--- src/rtl/exp6_unidade_controle_pkg.sv ---
// exp6_unidade_controle_pkg: state encodings shared by the memory-game control unit
package exp6_unidade_controle_pkg;
  typedef enum logic [3:0] {
    INICIAL        = 4'h0,
    PREPARACAO     = 4'h1,
    INICIA_RODADA  = 4'h2,
    MOSTRA         = 4'h3,
    MOSTRA_PROXIMO = 4'h4,
    PREP_JOGADA    = 4'h5,
    ESPERA_JOGADA  = 4'h6,
    REGISTRA       = 4'h7,
    COMPARACAO     = 4'h8,
    PROXIMA_RODADA = 4'h9,
    FIM_ACERTOU    = 4'hA,
    PROXIMA_JOGADA = 4'hB,
    FIM_TIMEOUT    = 4'hC,
    FIM_ERROU      = 4'hE
  } estado_t;
  localparam logic [3:0] DB_ILEGAL = 4'hF;
endpackage

--- src/rtl/exp6_unidade_controle.sv ---
// exp6_unidade_controle: Moore FSM sequencing display, player moves and game end
module exp6_unidade_controle
  import exp6_unidade_controle_pkg::*;
#(
  parameter bit HAS_TIMEOUT = 1'b1
) (
  input  logic       clock,
  input  logic       reset,
  input  logic       iniciar,
  input  logic       jogada,
  input  logic       igual,
  input  logic       fimE,
  input  logic       fimL,
  input  logic       fimT,
  input  logic       fimS,
  output logic       zeraE,
  output logic       contaE,
  output logic       zeraL,
  output logic       contaL,
  output logic       zeraT,
  output logic       contaT,
  output logic       zeraS,
  output logic       contaS,
  output logic       zeraR,
  output logic       registraR,
  output logic       mostraLed,
  output logic       timeout,
  output logic       errou,
  output logic       acertou,
  output logic       pronto,
  output logic [3:0] db_estado
);
  estado_t state_q, state_d;
  always_ff @(posedge clock or posedge reset)
    if (reset) state_q <= INICIAL;
    else       state_q <= state_d;
  always_comb begin
    state_d = INICIAL;
    case (state_q)
      INICIAL, FIM_ACERTOU, FIM_TIMEOUT, FIM_ERROU:
        state_d = iniciar ? PREPARACAO : state_q;
      PREPARACAO:     state_d = INICIA_RODADA;
      INICIA_RODADA:  state_d = MOSTRA;
      MOSTRA:         state_d = !fimS ? MOSTRA : fimE ? PREP_JOGADA : MOSTRA_PROXIMO;
      MOSTRA_PROXIMO: state_d = MOSTRA;
      PREP_JOGADA:    state_d = ESPERA_JOGADA;
      // a press in the same cycle as the timer expiring still counts as a move
      ESPERA_JOGADA:  state_d = jogada ? REGISTRA : (fimT && HAS_TIMEOUT) ? FIM_TIMEOUT : ESPERA_JOGADA;
      REGISTRA:       state_d = COMPARACAO;
      COMPARACAO:     state_d = !igual ? FIM_ERROU : (fimE && fimL) ? FIM_ACERTOU :
                                fimE ? PROXIMA_RODADA : PROXIMA_JOGADA;
      PROXIMA_RODADA: state_d = INICIA_RODADA;
      PROXIMA_JOGADA: state_d = ESPERA_JOGADA;
      default:        state_d = INICIAL;
    endcase
  end
  always_comb begin
    zeraE     = state_q inside {INICIAL, PREPARACAO, INICIA_RODADA, PREP_JOGADA};
    contaE    = state_q inside {MOSTRA_PROXIMO, PROXIMA_JOGADA};
    zeraL     = state_q inside {INICIAL, PREPARACAO};
    contaL    = state_q == PROXIMA_RODADA;
    zeraT     = state_q inside {INICIAL, PREPARACAO, PREP_JOGADA, PROXIMA_JOGADA};
    contaT    = state_q == ESPERA_JOGADA;
    zeraS     = state_q inside {INICIAL, PREPARACAO, INICIA_RODADA, MOSTRA_PROXIMO};
    contaS    = state_q == MOSTRA;
    zeraR     = state_q inside {INICIAL, PREPARACAO};
    registraR = state_q == REGISTRA;
    mostraLed = state_q == MOSTRA;
    timeout   = state_q == FIM_TIMEOUT;
    errou     = state_q == FIM_ERROU;
    acertou   = state_q == FIM_ACERTOU;
    pronto    = state_q inside {FIM_ACERTOU, FIM_TIMEOUT, FIM_ERROU};
    db_estado = state_q inside {INICIAL, PREPARACAO, INICIA_RODADA, MOSTRA, MOSTRA_PROXIMO,
                                PREP_JOGADA, ESPERA_JOGADA, REGISTRA, COMPARACAO, PROXIMA_RODADA,
                                FIM_ACERTOU, PROXIMA_JOGADA, FIM_TIMEOUT, FIM_ERROU}
                ? state_q : DB_ILEGAL;
  end
endmodule

--- config.mk ---
export PLATFORM = sky130hd
export DESIGN_NAME = exp6_unidade_controle
export DESIGN_NICKNAME = d
export VERILOG_FILES = /design/src/rtl/exp6_unidade_controle_pkg.sv /design/src/rtl/exp6_unidade_controle.sv
export SDC_FILE = /design/constraint.sdc
export NUM_CORES = 1
export LEC_CHECK = 0
export ABC_AREA = 1
export CORE_MARGIN = 3
export CORE_UTILIZATION = 34
export DETAILED_ROUTE_END_ITERATION = 7
export PLACE_DENSITY = 0.74
export SLEW_MARGIN = 20
export SYNTH_ARGS = -nofsm -noshare
export SYNTH_HDL_FRONTEND = slang
export SYNTH_SLANG_ARGS = --single-unit
--- constraint.sdc ---
create_clock -name clock -period 1 [get_ports clock]
set_input_delay 0.1 -clock clock [delete_from_list [all_inputs] [get_ports clock]]
set_output_delay 0.1 -clock clock [all_outputs]
set_load 0.02 [all_outputs]
==> impl_metrics.ini, run 1 <==
[synthesis]
syn_area_per_cell_um2 = 5.34
ys_types = 17
ys_dominant_reg_cell = dfrtp_1
ys_ff_latch = 4
synthArstFlopShare = 1.00
ys_warn_count = 0
synth_cells = 97
synth_top_area_frac = 0.193
yosysSeqAreaShare = 0.193
synthTopCellsByCount = nand2_1, nor2_1, inv_1
synthTopCellsByArea = dfrtp_1, nand2_1, nor2_1, nand3_1, inv_1
synth_area_leader_cell = dfrtp_1
syn_area_um2 = 518
synth_nets = 106
synth-edff-count = 0

[cts]
cts_made_buffers = 3
htree_levels = 1
hold_buffers = 0
ctsRootBufferMaster = clkbuf_4
cts_sinks = 4
cts_buffer_depth = 2

[global_routing]
grt_max_degree = 6
antenna_found_initial = 0

[placement]
place_inst = 153
detailed_place_hpwl_mm = 1.43
port_buffers = 27
gp_congestion = 0.893

[outcome]
status = aborted with a tool error
error = [ERROR DPL-0033] detailed placement checks failed during check placement.
stop_stage = global routing

[floorplanning]
top_level_ports = 28
die_height_um = 45.0
start_util = 0.379
fp-row-count = 13
die_w_um = 45.0

[sta]
crit_endpoint = zeraT
worst_endpoint_kind = output port
[cells by family after synthesis]
| group | Yosys count | share of synthesized area |
|---|---|---|
| AO/OA/AOI/OAI | 7 | 0.0700 |
| buffers and inverters | 18 | 0.145 |
| flip-flops | 4 | 0.193 |
| AND/OR/NAND/NOR | 68 | 0.592 |
[per-stage QoR]
step / util / worst slack, ps / setup TNS, ps / instance area (µm²) / hold WS [ps]
2_1_floorplan: - / -143 / -1210 / 578 / -134
3_3_place_gp: 0.723 / -605 / -10610 / 988 / 287
3_5_place_dp: 0.723 / -610 / -10910 / 988 / 293
4_1_cts: 0.865 / -372 / -6930 / 1180 / 44.0
[timing repair]
action / CTS
buffers inserted: 11
resized for setup: 130
endpoints found under the setup margin: 23
hold endpoints to repair: 0
pin swaps: 7
gates cloned: 0
==> inputs of run 2 (changes only) <==
--- a/config.mk
+++ b/config.mk
@@ -6,10 +6,10 @@
 export NUM_CORES = 1
 export LEC_CHECK = 0
 export ABC_AREA = 1
-export CORE_MARGIN = 3
-export CORE_UTILIZATION = 34
+export CORE_AREA = 3 3 64 66
 export DETAILED_ROUTE_END_ITERATION = 7
-export PLACE_DENSITY = 0.74
+export DIE_AREA = 0 0 67 69
+export PLACE_DENSITY_LB_ADDON = 0.15
 export SLEW_MARGIN = 20
 export SYNTH_ARGS = -nofsm -noshare
 export SYNTH_HDL_FRONTEND = slang
==> constraint.sdc (replaced) <==
create_clock -name clock -period 1.3 [get_ports clock]
set_input_delay 0.13 -clock clock [delete_from_list [all_inputs] [get_ports clock]]
set_output_delay 0.13 -clock clock [all_outputs]
set_load 0.02 [all_outputs]
==> impl_metrics.ini, run 2 <==
[sta]
hold_viol_final = 0
clock_skew_ps = 4.28
rsz0062_at_grt = yes
holdWs_ps = 93.4
worst-slew-pin-transition_ps = 215
fmaxAchievable_mhz = 705
slew_headroom = 0.856
layout_setup_ws_ps = -118
setup_viol = 17
post-route-period-util = 1.09
period_needed_ps = 1420
final_max_slew_viol_count = 0
fin_setup_tns_ps = -1290

[synthesis]
synthTopCellsByArea = dfrtp_1, nand2_1, nor2_1, nand3_1, inv_1
synth_top_area_frac = 0.193
ys_ff_latch = 4
synthArstFlopShare = 1.00
synth_cells = 97
yosysSeqAreaShare = 0.193
ys_types = 17
ys_dominant_reg_cell = dfrtp_1
ys_warn_count = 0
synthTopCellsByCount = nand2_1, nor2_1, inv_1
synth_nets = 106
syn_area_um2 = 518
synth_area_leader_cell = dfrtp_1
syn_area_per_cell_um2 = 5.34
synth-edff-count = 0

[power_and_ir_drop]
pwr_density_cell_nw_per_um2 = 2850
p_sw_frac = 0.477
pwr-share-seq = 0.080
p_sw_mw = 1.86
p_leak_nw = 0.653
pwr-share-comb = 0.853
internal_power_mw = 2.04
ir_drop_mv = 0.664
clkPwrFrac = 0.067

[cts]
cts_made_buffers = 3
ctsRootBufferMaster = clkbuf_8
hold_buffers = 0
cts_tree = yes
clk_latency_ps = 220
cts_buffer_depth = 2
clk_pin_slew_ps = 30
htree_levels = 1
cts_sinks = 4

[final_layout]
largest_reg_flops = 4
multi_input_area_um2 = 518
finalNetCount = 167
syn2layout_area_growth_pct = 164
drive_gt1_frac = 0.641
fillers = 397
layoutNonFillerInstCount = 204
registers.top_by_ff_count = state_q
diodes = 0
final_cell_mix = buf_4, buf_6, nand2_1
utilization = 0.377
final_common_cell = buf_4
top_regs = state_q (4)
register_area_um2 = 105

[route]
firstDrtPassIters = 3
first_iter_violations = 31
avgRoutedWirePerCell_um = 11.3
num_vias = 808
drc = 0
post_drt_via_cell_ratio = 3.96
ant_nets = 0
routed_wl_mm = 2.30

[global_routing]
grt_first_pass_wirelength_mm = 3.84
antenna_found_initial = 0
grt_usage = 0.103
grt_pass1_vias = 865
grt_max_degree = 6
grt.overflow.total = 0

[worst_setup_path]
cp.required_ps = 1170
endpoint_kind = primary output
path_common_cell = buf_6
crit_chain = inv_4 > nand2_8 > buf_12 > buf_6 > nor2_4 > buf_6
critPathArrivalTime_ps = 1290
cp_max_fo = 4
crit_type = reg -> out
worstRegToRegCells = 10
cpMaxStageDelayCell = dfrtp_2
worstSetupStartpointType = register
critPathMaxStageDelay_ps = 430

[placement]
detailed_place_hpwl_mm = 1.63
place_inst = 188
gp_congestion = 0.828
port_buffers = 27
dp_slack_ps = -463

[outcome]
violations = setup timing
status = complete, but fails checks

[floorplanning]
start_util = 0.143
coreArea_um2 = 3630
fp-row-count = 22
top_level_ports = 28
die_height_um = 69
die_w_um = 67
die_area_um2 = 4620

[worst_hold_path]
hold_class = in -> async

[job]
drv_cap = 0
-- run 2: cell counts after synthesis --
Identical to the previous run, type by type.
-- run 2: critical path: cells and delay by family (launching register included) --
kind / cells / cell delay [ps]
flip-flops: 1 / 430
AND/OR/NAND/NOR: 2 / 160
buffers and inverters: 4 / 470
-- run 2: per-layer routing --
metal | track usage | up-vias | part of all wire | wire length, µm
met3 | 0.0244 | 0 | 0.052 | 120
met5 | 0 | - | 0 | 0
met2 | 0.182 | 20 | 0.54 | 1240
met1 | 0.124 | 365 | 0.41 | 945
li1 | - | 423 | - | -
met4 | 0.0180 | 0 | 0 | 0
-- run 2: area by class of cell --
class	instances	area share
Clock buffer	3	0.0302
Multi-Input combinational cell	75	0.378
Sequential cell	4	0.0768
Inverter	13	0.0430
Tap cell	48	0.0439
Timing Repair Buffer	61	0.428
-- run 2: worst paths after layout --
kind,from,to,slack (ps)
worst max-delay path,state_q[0]$_DFFE_PP0P_,contaT,-120
worst min-delay path,reset,state_q[0]$_DFFE_PP0P_,90
worst max register to register,state_q[1]$_DFFE_PP0P_,state_q[0]$_DFFE_PP0P_,-90
worst min register to register,state_q[3]$_DFFE_PP0P_,state_q[3]$_DFFE_PP0P_,670
max in group asynchronous,reset,state_q[1]$_DFFE_PP0P_,1040
min in group clock,iniciar,state_q[0]$_DFFE_PP0P_,590
-- run 2: repair_timing --
item / CTS / global route
setup buffers: 13 / 0
setup endpoints to repair: 23 / 21
gates resized for setup: 147 / 19
pin swaps: 13 / 7
-- run 2: through the flow --
| step | power, mW | cell area, µm² |
|---|---|---|
| 6_report | 3.90 | 1370 |
| 4_1_cts | 3.76 | 1330 |
| 3_3_place_gp | 2.57 | 995 |
| 3_5_place_dp | 2.55 | 995 |
| 5_1_grt | 4.13 | 1370 |
| 2_1_floorplan | 1.44 | 520 |
-- run 2: power groups by stage --
stage | clock [mW] | combinational [mW] | sequential (mW)
2_1_floorplan | 0 | 1.15 | 0.281
3_3_place_gp | 0 | 2.29 | 0.282
3_5_place_dp | 0 | 2.27 | 0.282
4_1_cts | 0.270 | 3.20 | 0.290
5_1_grt | 0.281 | 3.53 | 0.322
6_report | 0.262 | 3.32 | 0.312
-- run 2: kinds of logic (layout without fill, tap and decap cells) --
| kind of cell | count (synthesis) | count (layout) | share of synthesized area |
|---|---|---|---|
| buf+inv | 18 | 77 | 0.145 |
| compound gates | 7 | 7 | 0.0700 |
| flops | 4 | 4 | 0.193 |
| simple gates | 68 | 68 | 0.592 |
No activity file was read; power rests on OpenSTA's default activity.
==> inputs of run 3 (changes only) <==
--- a/config.mk
+++ b/config.mk
@@ -7,8 +7,10 @@
 export LEC_CHECK = 0
 export ABC_AREA = 1
 export CORE_AREA = 3 3 64 66
+export CTS_CLUSTER_DIAMETER = 60
 export DETAILED_ROUTE_END_ITERATION = 7
 export DIE_AREA = 0 0 67 69
+export MAX_ROUTING_LAYER = met4
 export PLACE_DENSITY_LB_ADDON = 0.15
 export SLEW_MARGIN = 20
 export SYNTH_ARGS = -nofsm -noshare
==> constraint.sdc (replaced) <==
create_clock -name clock -period 1.31 [get_ports clock]
set_input_delay 0.131 -clock clock [delete_from_list [all_inputs] [get_ports clock]]
set_output_delay 0.131 -clock clock [all_outputs]
set_load 0.02 [all_outputs]
==> impl_metrics.ini, run 3 (synthesis gave the netlist of run 2 again) <==
[outcome]
status = complete, but fails checks
violations = setup timing

[route]
drc = 0
ant_nets = 0
firstDrtPassIters = 4
num_vias = 788
post_drt_via_cell_ratio = 3.86
avgRoutedWirePerCell_um = 11.4
routed_wl_mm = 2.33
first_iter_violations = 8

[cts]
cts_made_buffers = 3
clk_latency_ps = 220
hold_buffers = 0
cts_tree = yes
cts_sinks = 4
clk_pin_slew_ps = 30
ctsRootBufferMaster = clkbuf_8
htree_levels = 1
cts_buffer_depth = 2

[final_layout]
diodes = 0
final_area_um2 = 1410
drive_gt1_frac = 0.667
multi_input_area_um2 = 576
finalNetCount = 167
final_common_cell = buf_4
final_cell_mix = buf_4, buf_6, nor2_4, nand2_1, nor2_1
register_area_um2 = 105
top_regs = state_q (4)
fillers = 377
largest_reg_flops = 4
registers.top_by_ff_count = state_q
syn2layout_area_growth_pct = 172

[global_routing]
grt_pass1_vias = 799
grt_usage = 0.0977
grt_first_pass_wirelength_mm = 3.46
use_met1 = 0.120
grt.overflow.total = 0
grt_max_degree = 7
gr-usage-met2 = 0.160
antenna_found_initial = 0
use_met3 = 0.0212
grt_most_used_layer = met2

[job]
drv_cap = 0

[sta]
worst-slew-pin-transition_ps = 328
final_max_slew_viol_count = 0
rsz0062_at_grt = yes
fin_setup_tns_ps = -977
fmaxAchievable_mhz = 705
setup_viol = 16
layout_setup_ws_ps = -109
hold_viol_final = 0
slew_headroom = 0.780
post-route-period-util = 1.08
period_needed_ps = 1420
clock_skew_ps = 3.10

[power_and_ir_drop]
p_total_mw = 4.01
p_leak_nw = 0.660
pwr_density_cell_nw_per_um2 = 2840
ir_drop_mv = 0.881

[floorplanning]
die_height_um = 69
fp-row-count = 22
coreArea_um2 = 3630
die_w_um = 67
top_level_ports = 28
die_area_um2 = 4620
start_util = 0.143

[worst_setup_path]
cp_max_fo = 6
crit_type = reg -> out
critPathArrivalTime_ps = 1290
worstSetupStartpointType = register
endpoint_kind = primary output
cp.required_ps = 1180

[placement]
detailed_place_hpwl_mm = 1.65
gp_congestion = 0.841
place_area_um2 = 1000
port_buffers = 27

[worst_hold_path]
hold_class = in -> async
## run 3: changes by cell type in the layout (fill, tap and decap cells not counted), sizes merged
cell	before	now
clkbuf	4	3
clkdlybuf4s15	0	1
## run 3: area by class of cell
| class | instances | area share |
|---|---|---|
| clock buffer | 3 | 0.0293 |
| inverter | 13 | 0.0434 |
| multi-input combinational | 75 | 0.408 |
| sequential | 4 | 0.0745 |
| tap | 48 | 0.0426 |
| timing repair buffer | 61 | 0.402 |
## run 3: metrics by stage
step	worst slack, ps	utilization	cells	hold slack [ps]
6_report	-109	0.388	204	100
5_1_grt	-176	0.388	204	138
4_1_cts	-171	0.348	203	104
3_5_place_dp	-468	0.276	189	333
3_3_place_gp	-470	0.276	189	320
2_1_floorplan	25.2	-	97	-103
## run 3: path summary, 6_finish.rpt
path	cells after the start	slack [ps]	end	from
max	4	-110	contaE	state_q[1]$_DFFE_PP0P_
min	2	100	state_q[1]$_DFFE_PP0P_	reset
max reg2reg	9	-30	state_q[1]$_DFFE_PP0P_	state_q[0]$_DFFE_PP0P_
min reg2reg	3	790	state_q[3]$_DFFE_PP0P_	state_q[3]$_DFFE_PP0P_
max in group asynchronous	2	1040	state_q[3]$_DFFE_PP0P_	reset
min in group clock	5	600	state_q[0]$_DFFE_PP0P_	iniciar
## run 3: worst max-delay path, stage by stage (launching register included)
cell and delay [ps]:
dfrtp_2 480, inv_4 120, nand2_4 90, o21ai_0 190, buf_2 190
## run 3: what timing repair did
| action | CTS | global route |
|---|---|---|
| pin swaps | 6 | 13 |
| gates resized for setup | 136 | 39 |
| endpoints found under the setup margin | 23 | 20 |
| setup buffers | 11 | 4 |
## run 3: power by group
| part | switching, mW | internal [mW] |
|---|---|---|
| Clock | 0.0594 | 0.195 |
| Sequential | 0.147 | 0.198 |
| Combinational | 1.74 | 1.67 |
## run 3: layer usage
| layer | part of all wire | up-vias |
|---|---|---|
| met2 | 0.51 | 24 |
| met4 | 0.0077 | 0 |
| met5 | 0 | - |
| met1 | 0.42 | 344 |
| met3 | 0.057 | 2 |
| li1 | - | 418 |
==> inputs of run 4 (changes only) <==
==> constraint.sdc (replaced) <==
create_clock -name clock -period 1.36 [get_ports clock]
set_input_delay 0.136 -clock clock [delete_from_list [all_inputs] [get_ports clock]]
set_output_delay 0.136 -clock clock [all_outputs]
set_load 0.02 [all_outputs]
==> impl_metrics.ini, run 4 (synthesis gave the netlist of run 2 again) <==
[outcome]
status = complete, but fails checks
violations = setup timing

[floorplanning]
die_area_um2 = 4620
fp-row-count = 22
top_level_ports = 28
die_w_um = 67
coreArea_um2 = 3630
start_util = 0.143
die_height_um = 69

[sta]
post-route-period-util = 1.04
clock_skew_ps = 2.60
period_needed_ps = 1420
fmaxAchievable_mhz = 706
worst-slew-pin-transition_ps = 214
layout_setup_ws_ps = -56.2
final_max_slew_viol_count = 0
setup_viol = 8
rsz0062_at_grt = yes
hold_viol_final = 0
slew_headroom = 0.856

[route]
avgRoutedWirePerCell_um = 10.9
firstDrtPassIters = 4
num_vias = 768
routed_wl_mm = 2.21
post_drt_via_cell_ratio = 3.78
drc = 0
first_iter_violations = 24
ant_nets = 0

[cts]
ctsRootBufferMaster = clkbuf_8
cts_tree = yes
clk_latency_ps = 220
cts_buffer_depth = 2
htree_levels = 1
cts_sinks = 4
clk_pin_slew_ps = 30
cts_made_buffers = 3

[worst_setup_path]
worstSetupStartpointType = register
cp.required_ps = 1220
cp_max_fo = 5
cpMaxStageDelayCell = dfrtp_2
cp_top_family = flip-flops
crit_chain = inv_4 > nand2_4 > buf_12 > o22ai_2 > buf_6
critPathMaxStageDelay_ps = 450
worstRegToRegCells = 9
rr_endpoint = state_q[1]$_DFFE_PP0P_
r2r_start = state_q[2]$_DFFE_PP0P_
crit_type = reg -> out
critPathArrivalTime_ps = 1280
endpoint_kind = primary output
cp.buffers_inverters = 3
rrSetupSlack_ps = 20

[power_and_ir_drop]
ir_drop_mv = 0.749
pwr_density_cell_nw_per_um2 = 2640
p_leak_nw = 0.647

[final_layout]
syn2layout_area_growth_pct = 158
multi_input_area_um2 = 522
register_area_um2 = 105
final_cell_mix = buf_4, buf_6, nand2_1
top_regs = state_q (4)
final_area_um2 = 1340
layoutNonFillerInstCount = 203
utilization = 0.367
registers.top_by_ff_count = state_q
final_common_cell = buf_4
finalNetCount = 166
diodes = 0
drive_gt1_frac = 0.632
fillers = 393
largest_reg_flops = 4

[placement]
detailed_place_hpwl_mm = 1.65
port_buffers = 27
place_inst = 189
dp_slack_ps = -423
gp_congestion = 0.841
place_area_um2 = 1000

[global_routing]
grt_max_degree = 7
antenna_found_initial = 0
grt_pass1_vias = 746
grt.overflow.total = 0
grt_first_pass_wirelength_mm = 3.13
grt_usage = 0.0880

[job]
drv_cap = 0

[worst_hold_path]
hold_class = in -> async
## run 4: how the worst max path moves through the flow
stage                                start  endpoint  slack [ps]  cells after the start
global route        state_q[0]$_DFFE_PP0P_    pronto        -120                      5
CTS                 state_q[1]$_DFFE_PP0P_     zeraE        -100                      5
floorplan           state_q[1]$_DFFE_PP0P_     zeraE          70                      3
finish              state_q[0]$_DFFE_PP0P_    pronto         -60                      5
global placement    state_q[1]$_DFFE_PP0P_    contaE        -430                      5
detailed placement  state_q[1]$_DFFE_PP0P_    contaE        -420                      5
## run 4: timing repair
action / 4_1_cts / 5_1_grt
pin swaps: 0 / 14
buffers inserted: 2 / 9
endpoints found under the setup margin: 21 / 18
hold buffers: 0 / 0
resized for setup: 99 / 59
## run 4: layout make-up
class | instances | share of cell area
repair buffers | 60 | 0.410
multi-input cells | 75 | 0.391
flip-flops and latches | 4 | 0.0787
well taps | 48 | 0.0450
inverters | 13 | 0.0440
clock buffers | 3 | 0.0309
## run 4: report_power, final
part / leakage (nW) / internal (mW) / switching, mW
logic: 0.580 / 1.43 / 1.53
clock network: 0.0216 / 0.188 / 0.0564
registers: 0.0452 / 0.190 / 0.136
total: 0.647 / 1.81 / 1.72
## run 4: stage by stage
stage	TNS (ps)	power [mW]	hold slack (ps)
floorplan	0	1.37	-97.9
global placement	-4780	2.48	325
detailed placement	-4810	2.47	338
CTS	-383	2.79	110
global route	-1020	3.78	143
finish	-190	3.53	106
## run 4: layer usage
metal	vias up	GRT usage	wire, µm
met5	-	-	0
met4	0	0.0225	0
met3	0	0.0228	99
met2	20	0.139	1160
met1	329	0.110	948
li1	419	-	-
